**config.mk**
```make
export PLATFORM = sky130hd
export DESIGN_NAME = buscaminas_board_gen_flat
export DESIGN_NICKNAME = d
export VERILOG_FILES = /design/src/rtl/buscaminas_pkg.sv /design/src/rtl/buscaminas_board_gen_if.sv /design/src/rtl/buscaminas_adj_count.sv /design/src/rtl/buscaminas_board_gen.sv /design/src/flat_wrapper.sv
export SDC_FILE = /design/constraint.sdc
export NUM_CORES = 1
export LEC_CHECK = 0
export CORE_ASPECT_RATIO = 0.6
export CORE_MARGIN = 3
export CORE_UTILIZATION = 48
export DETAILED_ROUTE_END_ITERATION = 6
export MAX_ROUTING_LAYER = met4
export PLACE_DENSITY = 0.7
export SKIP_LAST_GASP = 1
export SLEW_MARGIN = 25
export SYNTH_ARGS = -nofsm -noshare
export SYNTH_HDL_FRONTEND = slang
export SYNTH_SLANG_ARGS = --single-unit
```
**constraint.sdc**
```tcl
create_clock -name clk -period 21 [get_ports clk]
set_input_delay 4.2 -clock clk [delete_from_list [all_inputs] [get_ports clk]]
set_output_delay 4.2 -clock clk [all_outputs]
set_load 0.005 [all_outputs]
```
**src/rtl/buscaminas_pkg.sv**
```systemverilog
// Shared minesweeper definitions: board geometry, cell codes and generator states.
// Used by the board generator and by the game FSM that consumes the board.
package buscaminas_pkg;

    localparam int BOARD_DIM = 8;
    localparam int NUM_CELLS = BOARD_DIM * BOARD_DIM;

    typedef logic [3:0] cell_t;
    typedef logic [2:0] coord_t;

    localparam cell_t CELL_EMPTY  = 4'd0;
    localparam cell_t CELL_MARKED = 4'd10;
    localparam cell_t CELL_BOMB   = 4'd11;

    // Galois feedback mask applied when the shifted-out bit is 1
    localparam logic [15:0] LFSR_TAPS = 16'hB400;

    typedef enum logic [1:0] {
        GEN_IDLE,
        GEN_PLACE,
        GEN_WRITE,
        GEN_DONE
    } gen_state_t;

endpackage

```
**src/rtl/buscaminas_board_gen_if.sv**
```systemverilog
// Control and board-write bundle between the init logic, the board generator
// and the board memory.
interface buscaminas_board_gen_if;
    import buscaminas_pkg::*;

    logic        start;
    logic [15:0] seed;
    logic        wr_en;
    coord_t      wr_x;
    coord_t      wr_y;
    cell_t       wr_data;
    logic        busy;
    logic        done;
    logic [63:0] bomb_map;

    modport master (
        input  start, seed,
        output wr_en, wr_x, wr_y, wr_data, busy, done, bomb_map
    );

    modport slave (
        output start, seed,
        input  wr_en, wr_x, wr_y, wr_data, busy, done, bomb_map
    );

endinterface

```
**src/rtl/buscaminas_adj_count.sv**
```systemverilog
// Counts the bombs among the in-bounds 8-neighbours of cell (x, y).
// Edge and corner cells simply have fewer neighbours; the board does not wrap.
module buscaminas_adj_count
    import buscaminas_pkg::*;
(
    input  logic [63:0] bomb_map,
    input  coord_t      x,
    input  coord_t      y,
    output cell_t       count
);

    always_comb begin
        count = '0;
        for (int dx = -1; dx <= 1; dx++) begin
            for (int dy = -1; dy <= 1; dy++) begin
                if (!(dx == 0 && dy == 0) &&
                    (int'(x) + dx >= 0) && (int'(x) + dx < BOARD_DIM) &&
                    (int'(y) + dy >= 0) && (int'(y) + dy < BOARD_DIM)) begin
                    count = count + {3'b000,
                        bomb_map[6'((int'(x) + dx) * BOARD_DIM + int'(y) + dy)]};
                end
            end
        end
    end

endmodule

```
**src/rtl/buscaminas_board_gen.sv**
```systemverilog
// Minesweeper board generator: places NUM_BOMBS distinct mines with an LFSR,
// then streams all 64 cell codes through a single registered write port.
module buscaminas_board_gen
    import buscaminas_pkg::*;
#(
    parameter int          NUM_BOMBS    = 10,
    parameter logic [15:0] DEFAULT_SEED = 16'hACE1
)
(
    input  logic                          clk,
    input  logic                          rst,
    buscaminas_board_gen_if.master        bus
);

    if (NUM_BOMBS < 0 || NUM_BOMBS > 63) begin : g_bad_num_bombs
        $error("buscaminas_board_gen: NUM_BOMBS must be within 0..63");
    end

    gen_state_t  state, state_n;
    logic [15:0] lfsr, lfsr_n;
    logic [5:0]  placed, placed_n;
    logic [5:0]  idx, idx_n;
    logic [63:0] bomb_map, bomb_map_n;
    logic        wr_en, wr_en_n;
    coord_t      wr_x, wr_x_n;
    coord_t      wr_y, wr_y_n;
    cell_t       wr_data, wr_data_n;
    logic        busy, busy_n;
    logic        done, done_n;
    logic [5:0]  cand;
    cell_t       adj;

    assign cand = lfsr[5:0];

    buscaminas_adj_count u_adj (
        .bomb_map (bomb_map),
        .x        (idx[5:3]),
        .y        (idx[2:0]),
        .count    (adj)
    );

    always_ff @(posedge clk or posedge rst) begin
        if (rst) begin
            state    <= GEN_IDLE;
            lfsr     <= DEFAULT_SEED;
            placed   <= '0;
            idx      <= '0;
            bomb_map <= '0;
            wr_en    <= 1'b0;
            wr_x     <= '0;
            wr_y     <= '0;
            wr_data  <= '0;
            busy     <= 1'b0;
            done     <= 1'b0;
        end else begin
            state    <= state_n;
            lfsr     <= lfsr_n;
            placed   <= placed_n;
            idx      <= idx_n;
            bomb_map <= bomb_map_n;
            wr_en    <= wr_en_n;
            wr_x     <= wr_x_n;
            wr_y     <= wr_y_n;
            wr_data  <= wr_data_n;
            busy     <= busy_n;
            done     <= done_n;
        end
    end

    // A start seen while the done pulse is still visible is treated as part of DONE
    always_comb begin
        state_n    = state;
        lfsr_n     = lfsr;
        placed_n   = placed;
        idx_n      = idx;
        bomb_map_n = bomb_map;
        wr_en_n    = 1'b0;
        wr_x_n     = wr_x;
        wr_y_n     = wr_y;
        wr_data_n  = wr_data;
        busy_n     = busy;
        done_n     = 1'b0;

        case (state)
            GEN_IDLE: begin
                if (bus.start && !done) begin
                    state_n    = GEN_PLACE;
                    bomb_map_n = '0;
                    placed_n   = '0;
                    idx_n      = '0;
                    lfsr_n     = (bus.seed == 16'h0000) ? DEFAULT_SEED : bus.seed;
                    busy_n     = 1'b1;
                end
            end
            GEN_PLACE: begin
                lfsr_n = {1'b0, lfsr[15:1]} ^ (lfsr[0] ? LFSR_TAPS : 16'h0000);
                if (NUM_BOMBS == 0) begin
                    state_n = GEN_WRITE;
                end else begin
                    if (!bomb_map[cand]) begin
                        bomb_map_n[cand] = 1'b1;
                        placed_n         = placed + 6'd1;
                    end
                    if (placed_n == 6'(NUM_BOMBS)) begin
                        state_n = GEN_WRITE;
                    end
                end
            end
            GEN_WRITE: begin
                wr_en_n   = 1'b1;
                wr_x_n    = idx[5:3];
                wr_y_n    = idx[2:0];
                wr_data_n = bomb_map[idx] ? CELL_BOMB : adj;
                idx_n     = idx + 6'd1;
                if (idx == 6'd63) begin
                    state_n = GEN_DONE;
                end
            end
            GEN_DONE: begin
                done_n  = 1'b1;
                busy_n  = 1'b0;
                state_n = GEN_IDLE;
            end
            default: begin
                state_n = GEN_IDLE;
                busy_n  = 1'b0;
            end
        endcase
    end

    assign bus.wr_en    = wr_en;
    assign bus.wr_x     = wr_x;
    assign bus.wr_y     = wr_y;
    assign bus.wr_data  = wr_data;
    assign bus.busy     = busy;
    assign bus.done     = done;
    assign bus.bomb_map = bomb_map;

endmodule

```
**src/flat_wrapper.sv**
```systemverilog
// flat-port wrapper written by rule: the top's interface ports become plain ports
module buscaminas_board_gen_flat import buscaminas_pkg::*;
#(
    parameter int          NUM_BOMBS    = 10,
    parameter logic [15:0] DEFAULT_SEED = 16'hACE1
)
  (clk, rst, bus_start, bus_seed, bus_wr_en, bus_wr_x, bus_wr_y, bus_wr_data, bus_busy, bus_done, bus_bomb_map);
  buscaminas_board_gen_if bus_i ();
  input  logic clk;
  input  logic rst;
  input wire logic [$bits(bus_i.start)-1:0] bus_start;
  input wire logic [$bits(bus_i.seed)-1:0] bus_seed;
  output wire logic [$bits(bus_i.wr_en)-1:0] bus_wr_en;
  output wire logic [$bits(bus_i.wr_x)-1:0] bus_wr_x;
  output wire logic [$bits(bus_i.wr_y)-1:0] bus_wr_y;
  output wire logic [$bits(bus_i.wr_data)-1:0] bus_wr_data;
  output wire logic [$bits(bus_i.busy)-1:0] bus_busy;
  output wire logic [$bits(bus_i.done)-1:0] bus_done;
  output wire logic [$bits(bus_i.bomb_map)-1:0] bus_bomb_map;
  assign bus_i.start = bus_start;
  assign bus_i.seed = bus_seed;
  assign bus_wr_en = bus_i.wr_en;
  assign bus_wr_x = bus_i.wr_x;
  assign bus_wr_y = bus_i.wr_y;
  assign bus_wr_data = bus_i.wr_data;
  assign bus_busy = bus_i.busy;
  assign bus_done = bus_i.done;
  assign bus_bomb_map = bus_i.bomb_map;
  buscaminas_board_gen #(.NUM_BOMBS(NUM_BOMBS), .DEFAULT_SEED(DEFAULT_SEED)) u_core (.clk(clk), .rst(rst), .bus(bus_i));
endmodule
```
==> results of run 1 <==
## routing by layer
layer	track usage	up-vias
met3	0.0809	24
met2	0.369	396
met1	0.443	3380
met5	-	-
li1	-	2921
met4	0.0324	0
## final cells by class
cell class | instances | share of cell area
tap | 203 | 0.0277
inverter | 16 | 0.00682
multi-input combinational | 581 | 0.527
timing repair buffer | 108 | 0.114
clock buffer | 10 | 0.0250
sequential | 107 | 0.293
clock inverter | 6 | 0.00546
## critical path: cells and delay by family, from the launching register on
family / cells / cell delay (ns)
simple gates: 11 / 1.01
mux: 4 / 1.02
xor+xnor: 2 / 0.30
compound gates: 5 / 0.72
fa+ha+maj: 9 / 2.86
flops: 1 / 0.69
buf+inv: 2 / 0.51
## sequential cells by signal (all words and copies together) (netlist names)
register,cells
u_core.bus.wr_y,3
u_core.idx,6
u_core.lfsr,16
u_core.bus.wr_en,1
u_core.bus.done,1
u_core.bus.bomb_map,64
u_core.placed,6
u_core.bus.busy,1
u_core.bus.wr_x,3
u_core.bus.wr_data,4
u_core.state,2
## per-stage QoR
stage / total power [mW] / instances / hold slack (ns) / area, µm²
2_1_floorplan: 0.828 / 754 / 0.450 / 7780
3_3_place_gp: 1.06 / 1015 / 0.462 / 8890
3_5_place_dp: 1.08 / 1015 / 0.475 / 8890
4_1_cts: 1.25 / 1031 / 0.493 / 9170
5_1_grt: 1.34 / 1031 / 0.511 / 9170
6_report: 1.26 / 1031 / 0.492 / 9170
## power groups by stage
stage	clock network, mW	registers [mW]	logic [mW]
after floorplan	0	0.338	0.490
after global placement	0	0.385	0.679
after detailed placement	0	0.390	0.692
after CTS	0.170	0.387	0.697
after global routing	0.178	0.402	0.759
final	0.166	0.390	0.703
## cell usage in the layout (no fill, tap or decap), types with 9 or more instances in the layout
master           netlist  layout
xnor2_1               18      18
and3_1                13      13
mux2i_1               60      60
clkdlybuf4s50_1        0      95
ha_1                  29      29
buf_4                  5      13
dfrtp_1               99      98
mux4_2                56      56
nor2_1                95      94
nand2_1               64      64
mux2_2                14      14
o21ai_0               29      29
a21oi_1               85      85
clkbuf_16              0       9
nand3_1               13      13
inv_1                 15      14
## Yosys cell counts, types with 7 or more instances
| library cell | instances | area (µm²) |
|---|---|---|
| a21oi_1 | 85 | 425 |
| mux2i_1 | 60 | 601 |
| and3_1 | 13 | 81.3 |
| o21ai_0 | 29 | 145 |
| nand2_1 | 64 | 240 |
| mux4_2 | 56 | 1260 |
| xnor2_1 | 18 | 158 |
| mux2_2 | 14 | 158 |
| o22ai_1 | 8 | 50.1 |
| nand3_1 | 13 | 65.1 |
| xor2_1 | 8 | 70.1 |
| inv_1 | 15 | 56.3 |
| dfrtp_1 | 99 | 2480 |
| dfstp_2 | 8 | 210 |
| a2111oi_4 | 7 | 193 |
| nor2_1 | 95 | 357 |
| ha_1 | 29 | 363 |
| clkbuf_1 | 34 | 128 |
## worst max path at each step
| stage | from | to | slack [ns] | cells after the start |
|---|---|---|---|---|
| 3_5_place_dp | u_core.idx[0] | u_core.bus.wr_data[2] | 13.88 | 34 |
| 6_report | u_core.idx[2] | u_core.bus.wr_data[2] | 13.76 | 33 |
| 2_1_floorplan | u_core.idx[0] | u_core.bus.wr_data[2] | 13.56 | 35 |
| 3_3_place_gp | u_core.idx[0] | u_core.bus.wr_data[2] | 14.09 | 34 |
| 5_1_grt | u_core.idx[0] | u_core.bus.wr_data[2] | 13.11 | 34 |
| 4_1_cts | u_core.idx[0] | u_core.bus.wr_data[2] | 13.84 | 34 |
## kinds of logic (layout without fill, tap and decap cells)
family / count (synthesis) / after routing / synth area share
AOI/OAI and AO/OA: 158 / 158 / 0.135
and+or+nand+nor: 236 / 236 / 0.142
DFF: 107 / 107 / 0.346
xor gates and xnor gates: 28 / 28 / 0.0352
adders and majority gates: 29 / 29 / 0.0466
buffers and inverters: 66 / 140 / 0.0359
muxes: 130 / 130 / 0.260
==> impl_metrics.yaml, run 1 <==
power_and_ir_drop:
  p_leak_nw: 3.80
  pwr-share-clk: 0.132
  powerDensity_nw_per_um2: 137
  power_frac_seq: 0.310
  p_comb_frac: 0.558
  switching_share: 0.458
  ir_drop_mv: 0.0722
  switchingPower_mw: 0.577
  internal_power_mw: 0.683
setup_path:
  worst_setup_path_start_kind: "flop"
  rr_worst_depth: 33
  arrival_ns: 7.46
  critPathCaptureType: "flop"
  critical_path_required_ns: 21.22
  critPathSlowestCell: "ha_1"
  critPathMostFrequentCell: "ha_1"
  cp_max_fo: 14
  reg2reg_to: "u_core.bus.wr_data[2]"
  r2r_slack_ns: 13.76
  r2r_start: "u_core.idx[2]"
  critPathMaxStageDelay_ns: 0.70
  critical_path_class: "flop to flop"
sta:
  fin_ws_ns: 13.76
  setup_tns_ns: 0
  rsz0062_at_grt: "no"
  finalClockSkew_ns: 0.0137
  hold_viol_final: 0
  setup_viol: 0
  fin_crit_ns: 7.24
  maxSlewViolCount: 0
  period_share: 0.345
  fmax_ghz: 0.138
  worst_slew_pin_slew_ns: 1.07
  slew_headroom: 0.280
yosys:
  syn_nets: 802
  synth_area_um2: 7780
  postSynthAreaPerCell_um2: 10.3
  ys_types: 58
  ys.flop_type: "dfrtp_1"
  syn_inst: 754
  ys_seq_area_frac: 0.346
  synth-async-reset-ratio: 1.00
  ys_warn_count: 0
  synth_enable_flop_cells: 0
  ys_seq_elements: 107
routing:
  wl_met3_um: 2940
  drtIter0Drc: 903
  dr_wl_met2_um: 9970
  route.detailed.drc: 0
  wire_per_inst_um: 23.4
  postRouteAntennaNets: 0
  vias: 6721
  wl_met1_um: 11100
  dr.pass1.iters: 5
  routed_wl_um: 24200
  highest_layer: "met4"
  via_per_inst: 6.52
cts:
  cts_made_buffers: 9
  cts_tree: "yes"
  ctsHtreeMaxLevel: 3
  ctsRootBufferMaster: "clkbuf_16"
  clock-sinks: 107
  insertion_delay_ns: 0.36
  cts_hold_buf: 0
  ctsLongestPathBuffers: 2
  postCtsSetupRepairBufs: 0
  clk_pin_slew_ns: 0.08
  post_cts_resized: 0
cells_and_area:
  multiInputGateArea_um2: 4830
  final_util: 0.588
  final_nets: 871
  num_antenna_cells: 0
  layout-drive-gt1-share: 0.151
  register_area_um2: 2690
  syn2layout_area_growth_pct: 17.9
  fill_cells: 1312
die:
  die_w_um: 170
  fp-row-count: 35
  die-area_um2: 17800
  io_pins: 96
  start_util: 0.499
  core_area_um2: 15600
  die_h_um: 105
global_routing:
  grt_pass1_vias: 6353
  grt_first_pass_wirelength_um: 37800
  gr-total-overflow: 0
  grt_max_degree: 73
  grt_antenna_before_repair: 0
  track_usage: 0.281
min_path:
  min_from: "u_core.bus.busy"
  min_delay_worst_endpoint: "u_core.bus.busy"
  holdPathStages: 2
  min_path_type: "flop to flop"
placement:
  portBuffers: 95
  dp_hpwl_um: 17900
  routabilityCongestion: 0.967
  preCtsSetupSlack_ns: 13.88
job:
  cap_violations: 0
run_status:
  status: "finished, final reports clean"
Note: power is estimated with default switching activity, not from simulation.
==> inputs of run 2 (changes only) <==
clock period = 6.8 ns   (was 21 ns; I/O delays follow)
==> impl_metrics.yaml, run 2 (synthesis gave the netlist of run 1 again) <==
power_and_ir_drop:
  p_leak_nw: 3.90
  powerDensity_nw_per_um2: 428
  power.total_mw: 4.02
  ir_drop_mv: 0.228
routing:
  drtIter0Drc: 919
  wire_per_inst_um: 23.9
  postRouteAntennaNets: 0
  routed_wl_um: 25100
  route.detailed.drc: 0
  via_per_inst: 6.51
  vias: 6820
  dr.pass1.iters: 5
setup_path:
  r2r_start: "u_core.idx[0]"
  r2r_slack_ns: 0.31
  critPathCaptureType: "flop"
  cp_max_fo: 8
  arrival_ns: 6.67
  crit_path_start: "u_core.idx[0]"
  critical_path_required_ns: 6.99
  critical_path_class: "flop to flop"
  crit_path_end: "u_core.bus.wr_data[2]"
  critPathSlowestCell: "mux4_2"
  rr_worst_depth: 35
  critPathMostFrequentCell: "ha_1"
  critPathMaxStageDelay_ns: 0.56
  worst_setup_path_start_kind: "flop"
  reg2reg_to: "u_core.bus.wr_data[2]"
sta:
  worst_slew_pin_slew_ns: 1.09
  fin_crit_ns: 6.49
  slew_headroom: 0.268
  maxSlewViolCount: 0
  finalClockSkew_ns: 0.0135
  period_share: 0.954
  setup_viol: 0
  fmax_ghz: 0.154
  hold_viol_final: 0
cells_and_area:
  fill_cells: 1302
  syn2layout_area_growth_pct: 20.7
  largest_reg_flops: 64
  layout.cells.non_filler: 1048
  multiInputGateArea_um2: 4890
  final_common_cell: "dfrtp_1"
  top_regs: "u_core.bus.bomb_map: 64 flops, u_core.lfsr: 16 flops"
  regMostFlops: "u_core.bus.bomb_map"
  num_antenna_cells: 0
  final_nets: 888
  mostFrequentLayoutCells: "98 x dfrtp_1, 95 x clkdlybuf4s50_1, 93 x nor2_1, 84 x a21oi_1, 64 x nand2_1"
  layout-drive-gt1-share: 0.178
  register_area_um2: 2690
die:
  die_h_um: 105
  start_util: 0.499
  io_pins: 96
  die-area_um2: 17800
  die_w_um: 170
  fp-row-count: 35
  core_area_um2: 15600
global_routing:
  grt_pass1_vias: 6385
  grt_antenna_before_repair: 0
  grt_max_degree: 65
  gr-total-overflow: 0
  track_usage: 0.289
  grt_first_pass_wirelength_um: 38500
placement:
  dp_hpwl_um: 18500
  routabilityCongestion: 0.986
  dp.cells: 1029
  portBuffers: 95
min_path:
  min_path_type: "flop to flop"
cts:
  ctsRootBufferMaster: "clkbuf_16"
  insertion_delay_ns: 0.35
  clk_pin_slew_ns: 0.09
  cts_made_buffers: 9
  cts_tree: "yes"
  clock-sinks: 107
  ctsHtreeMaxLevel: 3
  ctsLongestPathBuffers: 2
job:
  cap_violations: 0
run_status:
  status: "finished, final reports clean"
-- run 2: worst min-delay path by stage --
| stage | end | from | slack, ns | cells after the start |
|---|---|---|---|---|
| floorplan | u_core.lfsr[9] | u_core.lfsr[9] | 0.45 | 2 |
| global placement | u_core.bus.busy | u_core.bus.busy | 0.46 | 2 |
| detailed placement | u_core.bus.busy | u_core.bus.busy | 0.47 | 2 |
| CTS | u_core.bus.busy | u_core.bus.busy | 0.49 | 2 |
| global route | u_core.bus.busy | u_core.bus.busy | 0.51 | 2 |
| finish | u_core.bus.busy | u_core.bus.busy | 0.49 | 2 |
-- run 2: worst max-delay path, delay by kind of cell, from the launching register on --
| family | cells | cell delay, ns |
|---|---|---|
| XOR/XNOR | 2 | 0.29 |
| buffers and inverters | 3 | 0.30 |
| multiplexers | 3 | 0.99 |
| flip-flops | 1 | 0.43 |
| AO/OA/AOI/OAI | 6 | 0.64 |
| AND/OR/NAND/NOR | 12 | 1.25 |
| adder cells (fa/ha/maj) | 9 | 2.46 |
-- run 2: timing repair --
| item | CTS | global route |
|---|---|---|
| hold buffers | 0 | 0 |
| setup buffers | 0 | 2 |
| setup endpoints to repair | 0 | 2 |
| hold endpoints to repair | 0 | 0 |
| resized for setup | 0 | 14 |
-- run 2: area by class of cell --
| type | count | share of cell area |
|---|---|---|
| timing repair buffer | 125 | 0.129 |
| clock inverter | 6 | 0.00599 |
| tap | 203 | 0.0270 |
| sequential | 107 | 0.286 |
| inverter | 16 | 0.00666 |
| clock buffer | 10 | 0.0244 |
| multi-input combinational | 581 | 0.520 |
-- run 2: through the flow --
step	hold WS [ns]	worst slack, ns	util	area, µm²	setup TNS (ns)
6_report	0.485	0.314	0.602	9390	0
3_5_place_dp	0.469	0.237	0.577	9000	0
5_1_grt	0.513	-0.00981	0.602	9390	-0.00981
4_1_cts	0.487	0.199	0.595	9280	0
3_3_place_gp	0.463	0.435	0.577	9000	0
2_1_floorplan	0.450	0.0187	-	7820	0
-- run 2: power by group --
group,total [mW],leakage (nW),internal (mW),switching (mW)
clock,0.532,0.138,0.259,0.274
sequential,1.21,1.42,0.861,0.348
combinational,2.28,2.33,1.06,1.22
total,4.02,3.90,2.18,1.84
-- run 2: routing by layer --
metal | track usage | part of all wire | vias to the layer above | wire, µm
li1 | - | - | 2958 | -
met1 | 0.444 | 0.45 | 3408 | 11300
met2 | 0.381 | 0.41 | 419 | 10300
met3 | 0.0873 | 0.13 | 35 | 3170
met4 | 0.0457 | 0.014 | 0 | 359
met5 | - | 0 | - | 0
==> inputs of run 3 (changes only) <==
CORE_MARGIN = 5   (was 3)
CTS_CLUSTER_SIZE = 24   (was default)
SKIP_LAST_GASP = default   (was 1)
==> impl_metrics.yaml, run 3 (synthesis gave the netlist of run 1 again) <==
sta:
  maxSlewViolCount: 0
  finalClockSkew_ns: 0.0125
  fin_crit_ns: 6.52
  worst_slew_pin_slew_ns: 1.09
  hold_viol_final: 0
  hold-worst-slack_ns: 0.485
  slew_headroom: 0.266
  setup_viol: 0
  period_share: 0.959
  setup_tns_ns: 0
  fmax_ghz: 0.153
global_routing:
  grt_first_pass_wirelength_um: 38500
  grt_antenna_before_repair: 0
  gr-total-overflow: 0
  track_usage: 0.270
  grt_pass1_vias: 6451
  grt_max_degree: 65
cts:
  ctsHtreeMaxLevel: 3
  clock-sinks: 107
  ctsRootBufferMaster: "clkbuf_16"
  cts_made_buffers: 9
  ctsLongestPathBuffers: 2
  cts_tree: "yes"
  insertion_delay_ns: 0.36
  clk_pin_slew_ns: 0.08
setup_path:
  reg2reg_to: "u_core.bus.wr_data[2]"
  critical_path_required_ns: 7.03
  r2r_slack_ns: 0.28
  critPathSlowestCell: "mux4_2"
  worstSetupPathDepth: 35
  r2r_start: "u_core.idx[0]"
  critPathCaptureType: "flop"
  rr_worst_depth: 35
  critPathMostFrequentCell: "nand2_1"
  cp_top_family: "adder cells"
  critical_path_class: "flop to flop"
  crit_path_start: "u_core.idx[0]"
  critPathMaxStageDelay_ns: 0.53
  path_buf_inv: 3
  crit_path_end: "u_core.bus.wr_data[2]"
  arrival_ns: 6.75
  cp_max_fo: 13
  worst_setup_path_start_kind: "flop"
die:
  start_util: 0.484
  die_h_um: 109
  io_pins: 96
  core_area_um2: 16100
  die_w_um: 174
  die-area_um2: 18900
  fp-row-count: 36
routing:
  route.detailed.drc: 2
  routed_wl_um: 25000
  dr.pass1.iters: 7
  vias: 6924
  via_per_inst: 6.55
  wire_per_inst_um: 23.7
  drtIter0Drc: 819
  postRouteAntennaNets: 0
cells_and_area:
  final_common_cell: "dfrtp_1"
  final_area_um2: 9590
  num_antenna_cells: 0
  regMostFlops: "u_core.bus.bomb_map"
  final_nets: 891
  top_regs: "u_core.bus.bomb_map: 64 flops, u_core.lfsr: 16 flops"
  syn2layout_area_growth_pct: 23.3
  mostFrequentLayoutCells: "96 x dfrtp_1, 95 x clkdlybuf4s50_1, 93 x nor2_1, 85 x a21oi_1, 64 x nand2_1"
  layout-drive-gt1-share: 0.199
  largest_reg_flops: 64
min_path:
  min_path_type: "flop to flop"
power_and_ir_drop:
  p_leak_nw: 3.94
  powerDensity_nw_per_um2: 431
  power.total_mw: 4.13
  ir_drop_mv: 0.213
job:
  cap_violations: 0
placement:
  dp_hpwl_um: 18200
  portBuffers: 95
  routabilityCongestion: 0.943
  place_area_um2: 9010
run_status:
  violations: "DRC"
  status: "finished with violations"
## run 3: cell count changes in the layout (fill, tap and decap cells not counted), moves of 2 or more
cell and delta:
buf_4 +2, dfrtp_1 -2, dfrtp_2 +2, ha_1 -4
ha_4 +3, inv_6 +2, mux2i_1 -6, mux2i_2 +4
mux2i_4 +2
## run 3: cell type report
type                    instances  area (µm²)
flip-flops and latches        107        2690
clock buffers                  10         239
clock inverters                 6        76.3
multi-input cells             581        4990
fillers                      1323        6490
repair buffers                128        1270
well taps                     209         262
inverters                      16        62.6
## run 3: worst register-to-register path, delay by kind of cell (launching register included)
kind / cells / cell delay [ns]
AOI/OAI and AO/OA: 6 / 0.71
xor gates and xnor gates: 2 / 0.35
adders and majority gates: 8 / 2.04
buffers and inverters: 3 / 0.37
DFF: 1 / 0.47
muxes: 4 / 1.19
and+or+nand+nor: 12 / 1.27
## run 3: worst min-delay path by stage
stage,start,to,slack (ns),cells after the start
floorplan,u_core.lfsr[9],u_core.lfsr[9],0.45,2
global placement,u_core.bus.busy,u_core.bus.busy,0.46,2
detailed placement,u_core.lfsr[12],u_core.lfsr[12],0.47,2
CTS,u_core.lfsr[12],u_core.lfsr[12],0.49,2
global route,u_core.lfsr[12],u_core.lfsr[12],0.52,2
finish,u_core.lfsr[12],u_core.lfsr[12],0.49,2
## run 3: per-stage QoR
step                utilization  std cells  worst slack [ns]
global route              0.596       1057          -0.00647
detailed placement        0.560       1036             0.144
floorplan                     -        754            0.0187
CTS                       0.580       1052             0.113
finish                    0.596       1057             0.278
global placement          0.560       1036             0.263
## run 3: metal layers
layer,share of wire,wire (µm),GRT usage
met1,0.47,11700,0.421
met4,0.017,429,0.0497
met3,0.12,2920,0.0709
met2,0.40,9990,0.351
met5,0,0,-
## run 3: what timing repair did
action / CTS / global route
setup buffers: 0 / 3
endpoints found under the setup margin: 0 / 2
resized for setup: 0 / 33
hold buffers: 0 / 0
## run 3: where the power goes
| part | leakage, nW | total [mW] | switching (mW) | internal (mW) |
|---|---|---|---|---|
| clock | 0.156 | 0.571 | 0.267 | 0.304 |
| combinational | 2.36 | 2.35 | 1.25 | 1.11 |
| sequential | 1.42 | 1.20 | 0.343 | 0.861 |
| total | 3.94 | 4.13 | 1.86 | 2.28 |
